### src/rtl/int_arbiter.sv
// Interrupt gateway and priority arbiter with a claim/complete handshake to the handler.
// Define INT_EDGE_EN for edge-triggered gateways; the default build uses level-triggered gateways.
module int_arbiter #(
    parameter int NUM_SRC = 16,
    parameter int PRIO_W  = 3,
    parameter int ID_W    = 5
) (
    input  logic                      clk,
    input  logic                      rstn,
    input  logic [NUM_SRC-1:0]        irq_src,
    input  logic [NUM_SRC-1:0]        int_enable,
    input  logic [NUM_SRC*PRIO_W-1:0] int_prio,
    input  logic [PRIO_W-1:0]         threshold,
    input  logic                      claim_req,
    output logic                      claim_valid,
    output logic [ID_W-1:0]           claim_id,
    input  logic                      complete_valid,
    input  logic [ID_W-1:0]           complete_id,
    output logic                      irq_out,
    output logic [ID_W-1:0]           max_id,
    output logic [PRIO_W-1:0]         max_prio
);
    typedef enum logic [1:0] {
        IDLE     = 2'd0,
        PENDING  = 2'd1,
        INFLIGHT = 2'd2
    } gw_state_t;

    gw_state_t          gw_state [NUM_SRC];
    gw_state_t          gw_next  [NUM_SRC];
    logic [NUM_SRC-1:0] req;
    logic [NUM_SRC-1:0] reenter;
    logic [NUM_SRC-1:0] claim_hit;
    logic [NUM_SRC-1:0] done_hit;
    logic [ID_W-1:0]    best_id;
    logic [PRIO_W-1:0]  best_prio;
    logic               claim_ok;

`ifdef INT_EDGE_EN
    logic [NUM_SRC-1:0] irq_prev;
    logic [NUM_SRC-1:0] edge_flag;
    logic [NUM_SRC-1:0] edge_flag_next;

    assign req     = irq_src & ~irq_prev;
    assign reenter = edge_flag | req;

    // One-deep memory of an edge that arrived while the source was being serviced.
    always_comb begin
        edge_flag_next = '0;
        for (int i = 0; i < NUM_SRC; i++) begin
            edge_flag_next[i] = (gw_state[i] == INFLIGHT) && !done_hit[i] && (edge_flag[i] || req[i]);
        end
    end

    always_ff @(posedge clk or negedge rstn) begin
        if (!rstn) begin
            irq_prev  <= '0;
            edge_flag <= '0;
        end else begin
            irq_prev  <= irq_src;
            edge_flag <= edge_flag_next;
        end
    end
`else
    assign req     = irq_src;
    assign reenter = '0;
`endif

    // A claim only succeeds if the registered winner is still pending.
    always_comb begin
        claim_hit = '0;
        done_hit  = '0;
        for (int i = 0; i < NUM_SRC; i++) begin
            claim_hit[i] = claim_req && irq_out && (max_id == ID_W'(i + 1)) && (gw_state[i] == PENDING);
            done_hit[i]  = complete_valid && (complete_id == ID_W'(i + 1)) && (gw_state[i] == INFLIGHT);
        end
    end

    assign claim_ok = |claim_hit;

    always_comb begin
        for (int i = 0; i < NUM_SRC; i++) begin
            gw_next[i] = gw_state[i];
            case (gw_state[i])
                IDLE:     if (req[i])       gw_next[i] = PENDING;
                PENDING:  if (claim_hit[i]) gw_next[i] = INFLIGHT;
                INFLIGHT: if (done_hit[i])  gw_next[i] = reenter[i] ? PENDING : IDLE;
                default:                    gw_next[i] = IDLE;
            endcase
        end
    end

    always_ff @(posedge clk or negedge rstn) begin
        if (!rstn) begin
            for (int i = 0; i < NUM_SRC; i++) gw_state[i] <= IDLE;
        end else begin
            for (int i = 0; i < NUM_SRC; i++) gw_state[i] <= gw_next[i];
        end
    end

    // Strict greater-than while scanning upward keeps ties on the lowest ID.
    always_comb begin
        best_id   = '0;
        best_prio = '0;
        for (int i = 0; i < NUM_SRC; i++) begin
            if ((gw_state[i] == PENDING) && int_enable[i] &&
                (int_prio[i*PRIO_W +: PRIO_W] > best_prio)) begin
                best_prio = int_prio[i*PRIO_W +: PRIO_W];
                best_id   = ID_W'(i + 1);
            end
        end
    end

    always_ff @(posedge clk or negedge rstn) begin
        if (!rstn) begin
            max_id      <= '0;
            max_prio    <= '0;
            irq_out     <= 1'b0;
            claim_valid <= 1'b0;
            claim_id    <= '0;
        end else begin
            max_id      <= best_id;
            max_prio    <= best_prio;
            irq_out     <= (best_prio > threshold);
            claim_valid <= claim_req;
            if (claim_req) claim_id <= claim_ok ? max_id : '0;
        end
    end

endmodule

### config.mk
export PLATFORM = sky130hd
export DESIGN_NAME = int_arbiter
export DESIGN_NICKNAME = d
export VERILOG_FILES = /design/src/rtl/int_arbiter.sv
export SDC_FILE = /design/constraint.sdc
export NUM_CORES = 1
export LEC_CHECK = 0
export BUFFER_PORTS_ARGS = -buffer_cell sky130_fd_sc_hd__buf_4
export CAP_MARGIN = 20
export CORE_MARGIN = 2
export CORE_UTILIZATION = 50
export DETAILED_ROUTE_END_ITERATION = 16
export PLACE_DENSITY = 0.87
export SETUP_SLACK_MARGIN = 0.1
export SYNTH_ARGS = -nofsm -noshare
export SYNTH_HDL_FRONTEND = slang
export SYNTH_SLANG_ARGS = --single-unit
### constraint.sdc
create_clock -name clk -period 24 [get_ports clk]
set_input_delay 4.8 -clock clk [delete_from_list [all_inputs] [get_ports clk]]
set_output_delay 4.8 -clock clk [all_outputs]
set_load 0.01 [all_outputs]
[Word level (Yosys, flattened, before mapping)]
Index checks and enable logic that the tools add are counted.
Word-level totals
  flip-flop bits (word level): 47
  input port bits: 92
Cells by class
  order comparisons: 17
  equality and inequality tests: 112
  muxes and demuxes: 97
  reductions and logical operators: 130
Operator list (count)
  $mux 2: 50
  $logic_and 1x1->1: 97
  $ne 2x2->1 const B: 48
  $pmux 2 s3: 16
  $eq 5x4->1 const B: 16
  $mux 3: 20
  $gt 3x3->1: 16
  $reduce_and 3->1: 16
  $eq 5x3->1 const B: 8
  $mux 5: 7
  $eq 2x1->1 const B: 16
  $eq 2x2->1 const B: 16
  $logic_not 2->1: 16
  $eq 5x2->1 const B: 4
  $reduce_or 16->1: 1
  $mux 4: 3
  $eq 5x1->1 const B: 2
  $eq 5x5->1 const B: 2
  $gt 3x1->1 const B: 1
  $mux 1: 1

[Depth between registers and ports, before layout]
  depth after elaboration: 50
  depth in mapped cells: 111

[Worst setup path before layout]
Ideal clock, no wire load.
  path kind: input to register
  start point: input port int_prio[1]
  end point: register irq_out
  arrival time: 23.313 ns
  path slack: 0.560 ns
  stages on the path: 105
  path buffers: 0
  cell sequence: and4b_1 inv_1 ha_1 and3_4 a211oi_4 mux2_2 inv_2 ha_1 nand2_1 or3_1 a21oi_1 or2_1 nor2_2 nor2_1 a21oi_1 ha_1 nor2_1 o21ai_0 (+69 left out) nand2_2 mux2i_2 inv_1 ha_1 or2_2 a2111oi_0 nor3_2 nor2_1 a21oi_1 ha_1 nand3_1 nand3_1 a21oi_1 o21ai_0 ha_1 a21o_1 a21oi_1 a31oi_1
Between the ends
  word-level cells in the longest chain between the ends: 49
RTL lines
  start: declaration: line 12  | input logic [NUM_SRC*PRIO_W-1:0] int_prio,
  $gt 3x1->1: line 107  | (int_prio[i*PRIO_W +: PRIO_W] > best_prio)) begin
  $logic_and 1x1->1: line 106  | if ((gw_state[i] == PENDING) && int_enable[i] &&
  $mux 3 *: line 106
  $gt 3x3->1: line 107
  $logic_and 1x1->1: line 106
  $mux 3 *: line 106
  $gt 3x3->1: line 107
  $logic_and 1x1->1: line 106
  (+34 left out)
  $gt 3x3->1: line 107
  $logic_and 1x1->1: line 106
  $mux 3 *: line 106
  $gt 3x3->1: line 107
  $logic_and 1x1->1: line 106
  $mux 3 *: line 106
  net best_prio[1]: line 36  | logic [PRIO_W-1:0] best_prio;
  $gt 3x3->1 *: line 124  | irq_out <= (best_prio > threshold);
  end signal: assignment: line 124
  end: declaration: line 19  | output logic irq_out,
The timed path passes the listed nets; every way through them passes the cells marked *.
A chain may end at the register's enable or synchronous reset.

[Worst setup path in the final report]
  start point: input port int_enable[0]
  end point: register irq_out
Between the ends
  word-level cells in the longest chain between the ends: 49
RTL lines
  start: declaration: line 11  | input logic [NUM_SRC-1:0] int_enable,
  $logic_and 1x1->1 * (2 in series): line 106
  $mux 3 *: line 106
  $gt 3x3->1: line 107
  $logic_and 1x1->1: line 106
  $mux 3 *: line 106
  $gt 3x3->1: line 107
  $logic_and 1x1->1: line 106
  $mux 3 *: line 106
  (+32 left out)
  $mux 3 *: line 106
  $gt 3x3->1: line 107
  $logic_and 1x1->1: line 106
  $mux 3 *: line 106
  $gt 3x3->1: line 107
  $logic_and 1x1->1: line 106
  $mux 3 *: line 106
  $gt 3x3->1 *: line 124
Mark *: on every way between the ends. The rest lies on a longest branch, timed or not.

==> impl_results.md <==
- GR peak layer: met2
- Clk pin slew, worst setup/hold paths: 90 ps
- Setup Skew: approximately 4.6 ps
- Cell area after layout: 6221 um2
- Worst path bufs/invs: 5
- Post-synth EDFFs: 0
- Remaining routing DRC violations: 0
- R2R setup slack: 4540 ps
- P per Cell Area: 112.3 nW/um2
- Largest net degree at the start of global routing: 48
- Synth Register Bits: 47
- H-tree depth: 2
- Avg Cell Area, Syn: 7.628 um2
- Tmin final: around 23000 ps
- Critical path depth: 106
- Max-slew violations: 0
- Root buf cell: clkbuf_8
- Antenna cells: 0
- I/O pins: 107
- Worst endpoint required time: 24200 ps
- Die ar.: about 10000 um2
- Post-synthesis cell count: 601
- Total number of vias: 5208
- Nets: 862
- Crit-path slowest cell: a2111oi_4
- RR Endpoint: irq_out$_DFF_PN0_
- First-pass GRT wire length: 22480 um
- Worst-Margin Slew: 1011 ps
- Share of layout cells above drive strength 1: 31.68%
- HPWL Detailed: 10810 um
- Total core area: around 9000 um2
- I/O Buffers: roughly 110
- Reg2reg start: gw_state[30]$_DFFE_PN0P_
- Final wirelength: 14390 um
- Site Rows: 34
- Total grt overflow: 0
- CTS tree: built
- Synth Net Count: 716
- Die width: 99.76 um
- Vias per std cell: 6.084
- Mapped cell area: 4584 um2
- Xor and xnor area share after synthesis: 0%
- Crit path from: int_enable[0]
- Startpoint types: input port
- Initial antenna violation count: 0
- Final Hold Fails: 0
- CTS Buf Count: 5
- Vias in the first global route: 4912
- Final period util: between 90% and 100%
- Max-slew headroom: 32.06%
- Sequential share of the synthesized area: 25.66%
- Total track usage: 27.48%
- Mux contribution to synthesized area: 1.665%
- Fill count: a little under 700
- Final cell count without fillers: 856
- Adder-cell share of the synthesized area: under 10%
- FF-to-FF path depth: 106
- Crit path DAT: ~23000 ps
- Layout area overhead: 35.70%
- Top FF cell, synth: dfrtp_1
- Hold crit path type: reg2reg
- WS Path Type: in2reg
- CP max stage delay: 360 ps
- Worst skew pair latency: between 300 and 400 ps
- Cell area after placement: about 5600 um2
- Max cap viols: 0
- Critical path capture point type: register
- Detailed Routing Iterations Pass 1: 5
- Met2 GRT Util: a little under half
- Met3 GRT Util: 4.357%
- Cells after DPL: slightly above 800
- Post-CTS Hold Buffers: 0
- Main combinational cell family by area after synthesis: compound AO/OA/AOI/OAI gates
- Static leakage: 2.742 nW
- Async S/R FF share, synth: 100.0%
- Met1 GRT Util: between 30 and 40%
- Synth Area in Simple Gates: between 30% and 40%
- Setup TNS Final: 0 ps
- Chip Height: about 100 um
- Initial detailed-routing violation count: 358
- Compound-Gate Fraction of Synth Area: 30.84%
- CTS max path bufs: 2
- Initial Utilization: 52.06%
- Final GP Congestion: 0.9551
- Routed wire per std cell: 16.81 um
- Hold slack: 466.0 ps
- FMAX: 0.04300 GHz
- Yosys cell types: 81
- Largest delay share family, worst path: compound AO/OA/AOI/OAI gates
- CTS sink count: 47
- Final setup vio count: 0
- Critical Path Fanout Max: 6
- Status: finished, final reports clean
- Maximum vdd drop: 78.59 uV
- Yosys warns: 0
- Final ANT Viol Nets: 0
- CP most frequent cell: ha_1
- Critical Path Sink: irq_out$_DFF_PN0_
placed cells by master, fill, tap and decap left out, drive strengths merged, types with 4 or more instances in the layout:
| master | n |
|---|---|
| nand2 | 69 |
| nor2 | 66 |
| nand3 | 32 |
| o21a | 11 |
| a211oi | 4 |
| o22ai | 9 |
| nor3 | 15 |
| and3 | 14 |
| a32oi | 4 |
| a21o | 5 |
| a311oi | 16 |
| dfrtp | 47 |
| nor2b | 15 |
| and2 | 13 |
| nor3b | 5 |
| nand4 | 10 |
| a21oi | 32 |
| a31oi | 7 |
| ha | 23 |
| o21ai | 45 |
| o2bb2ai | 6 |
| clkbuf | 6 |
| inv | 43 |
| maj3 | 5 |
| a221oi | 4 |
| a22o | 5 |
| mux2 | 4 |
| a21boi | 6 |
| nand4b | 4 |
| or2 | 8 |
| o31ai | 4 |
| nand3b | 5 |
| buf | 146 |
| nand2b | 9 |
| o211ai | 12 |
through the flow:
stage	util (%)	power, W	setup WS, ps
2_1_floorplan	-	0.0004068	560.4
3_3_place_gp	63.41	0.0005224	-436.1
3_5_place_dp	63.41	0.0005369	-1026
4_1_cts	65.96	0.0006236	132.1
5_1_grt	70.65	0.0007523	-284.4
6_report	70.65	0.0006985	745.5
final cells by class:
type	count	area [um2]	area share [%]
repair buffers	146	1096	17.62
clock inverters	2	60.06	0.9654
inverters	43	163.9	2.635
multi-input cells	504	3517	56.54
flip-flops and latches	47	1176	18.91
clock buffers	6	72.57	1.167
well taps	108	135.1	2.172
cell usage after synthesis, types with 3 or more instances:
cell type	n	area, um2
a21boi_0	3	22.52
a21o_1	5	37.54
a21oi_1	32	160.2
a221oi_1	4	35.03
a22o_1	5	43.79
a311oi_1	15	131.4
a31oi_1	6	37.54
a32oi_1	4	35.03
and2_1	12	75.07
and3_1	13	81.33
and4_1	3	26.28
clkbuf_1	4	15.01
dfrtp_1	47	1176
ha_1	23	287.8
inv_1	42	157.7
maj3_1	3	30.03
nand2_1	68	255.2
nand2b_1	9	56.30
nand3_1	32	160.2
nand3b_1	5	37.54
nand4_1	10	62.56
nand4b_1	4	35.03
nor2_1	64	240.2
nor2b_1	15	93.84
nor3_1	14	70.07
nor3b_1	5	37.54
o211ai_1	11	82.58
o21a_1	10	75.07
o21ai_0	42	210.2
o21bai_1	3	22.52
o22ai_1	9	56.30
o2bb2ai_1	6	52.55
or2_1	3	18.77
or2_2	4	25.02
or3_1	3	18.77
routing by layer:
metal  vias up  share of wire (%)
li1       2541                  -
met1      2445                 44
met2       191                 48
met3        31                5.6
met4         0                2.7
met5         -                  0
report_power, final:
group	switching (W)	internal, W
clock	0.0000270	0.0000416
combinational	0.000268	0.000238
sequential	0.0000224	0.000102
total	0.000318	0.000381
cell families (layout without fill, tap and decap cells):
family	Yosys count	after routing
DFF	47	47
and+or+nand+nor	275	275
buffers and inverters	50	197
muxes	6	6
adders and majority gates	28	28
AOI/OAI and AO/OA	195	195
what timing repair did:
item | 4_1_cts | 5_1_grt
pin swaps | 3 | 54
endpoints found under the setup margin | 9 | 9
hold endpoints to repair | 0 | 0
resized for setup | 16 | 61
buffers inserted | 4 | 22
sequential cells by signal (all words and copies together), names as in the netlist:
name,count
gw_state,32
claim_id,5
max_id,5
max_prio,3
claim_valid,1
irq_out,1
worst min path at each step:
stage	from	slack (ps)	end	cells after the start
after floorplan	gw_state[5]$_DFFE_PN0P_	420	gw_state[4]$_DFFE_PN0P_	1
after global placement	gw_state[7]$_DFFE_PN0P_	430	gw_state[6]$_DFFE_PN0P_	1
after detailed placement	gw_state[7]$_DFFE_PN0P_	440	gw_state[6]$_DFFE_PN0P_	1
after CTS	gw_state[27]$_DFFE_PN0P_	460	gw_state[26]$_DFFE_PN0P_	1
after global routing	gw_state[27]$_DFFE_PN0P_	480	gw_state[26]$_DFFE_PN0P_	1
final	gw_state[1]$_DFFE_PN0P_	470	gw_state[0]$_DFFE_PN0P_	1
Power figures use the tool's default switching activity.
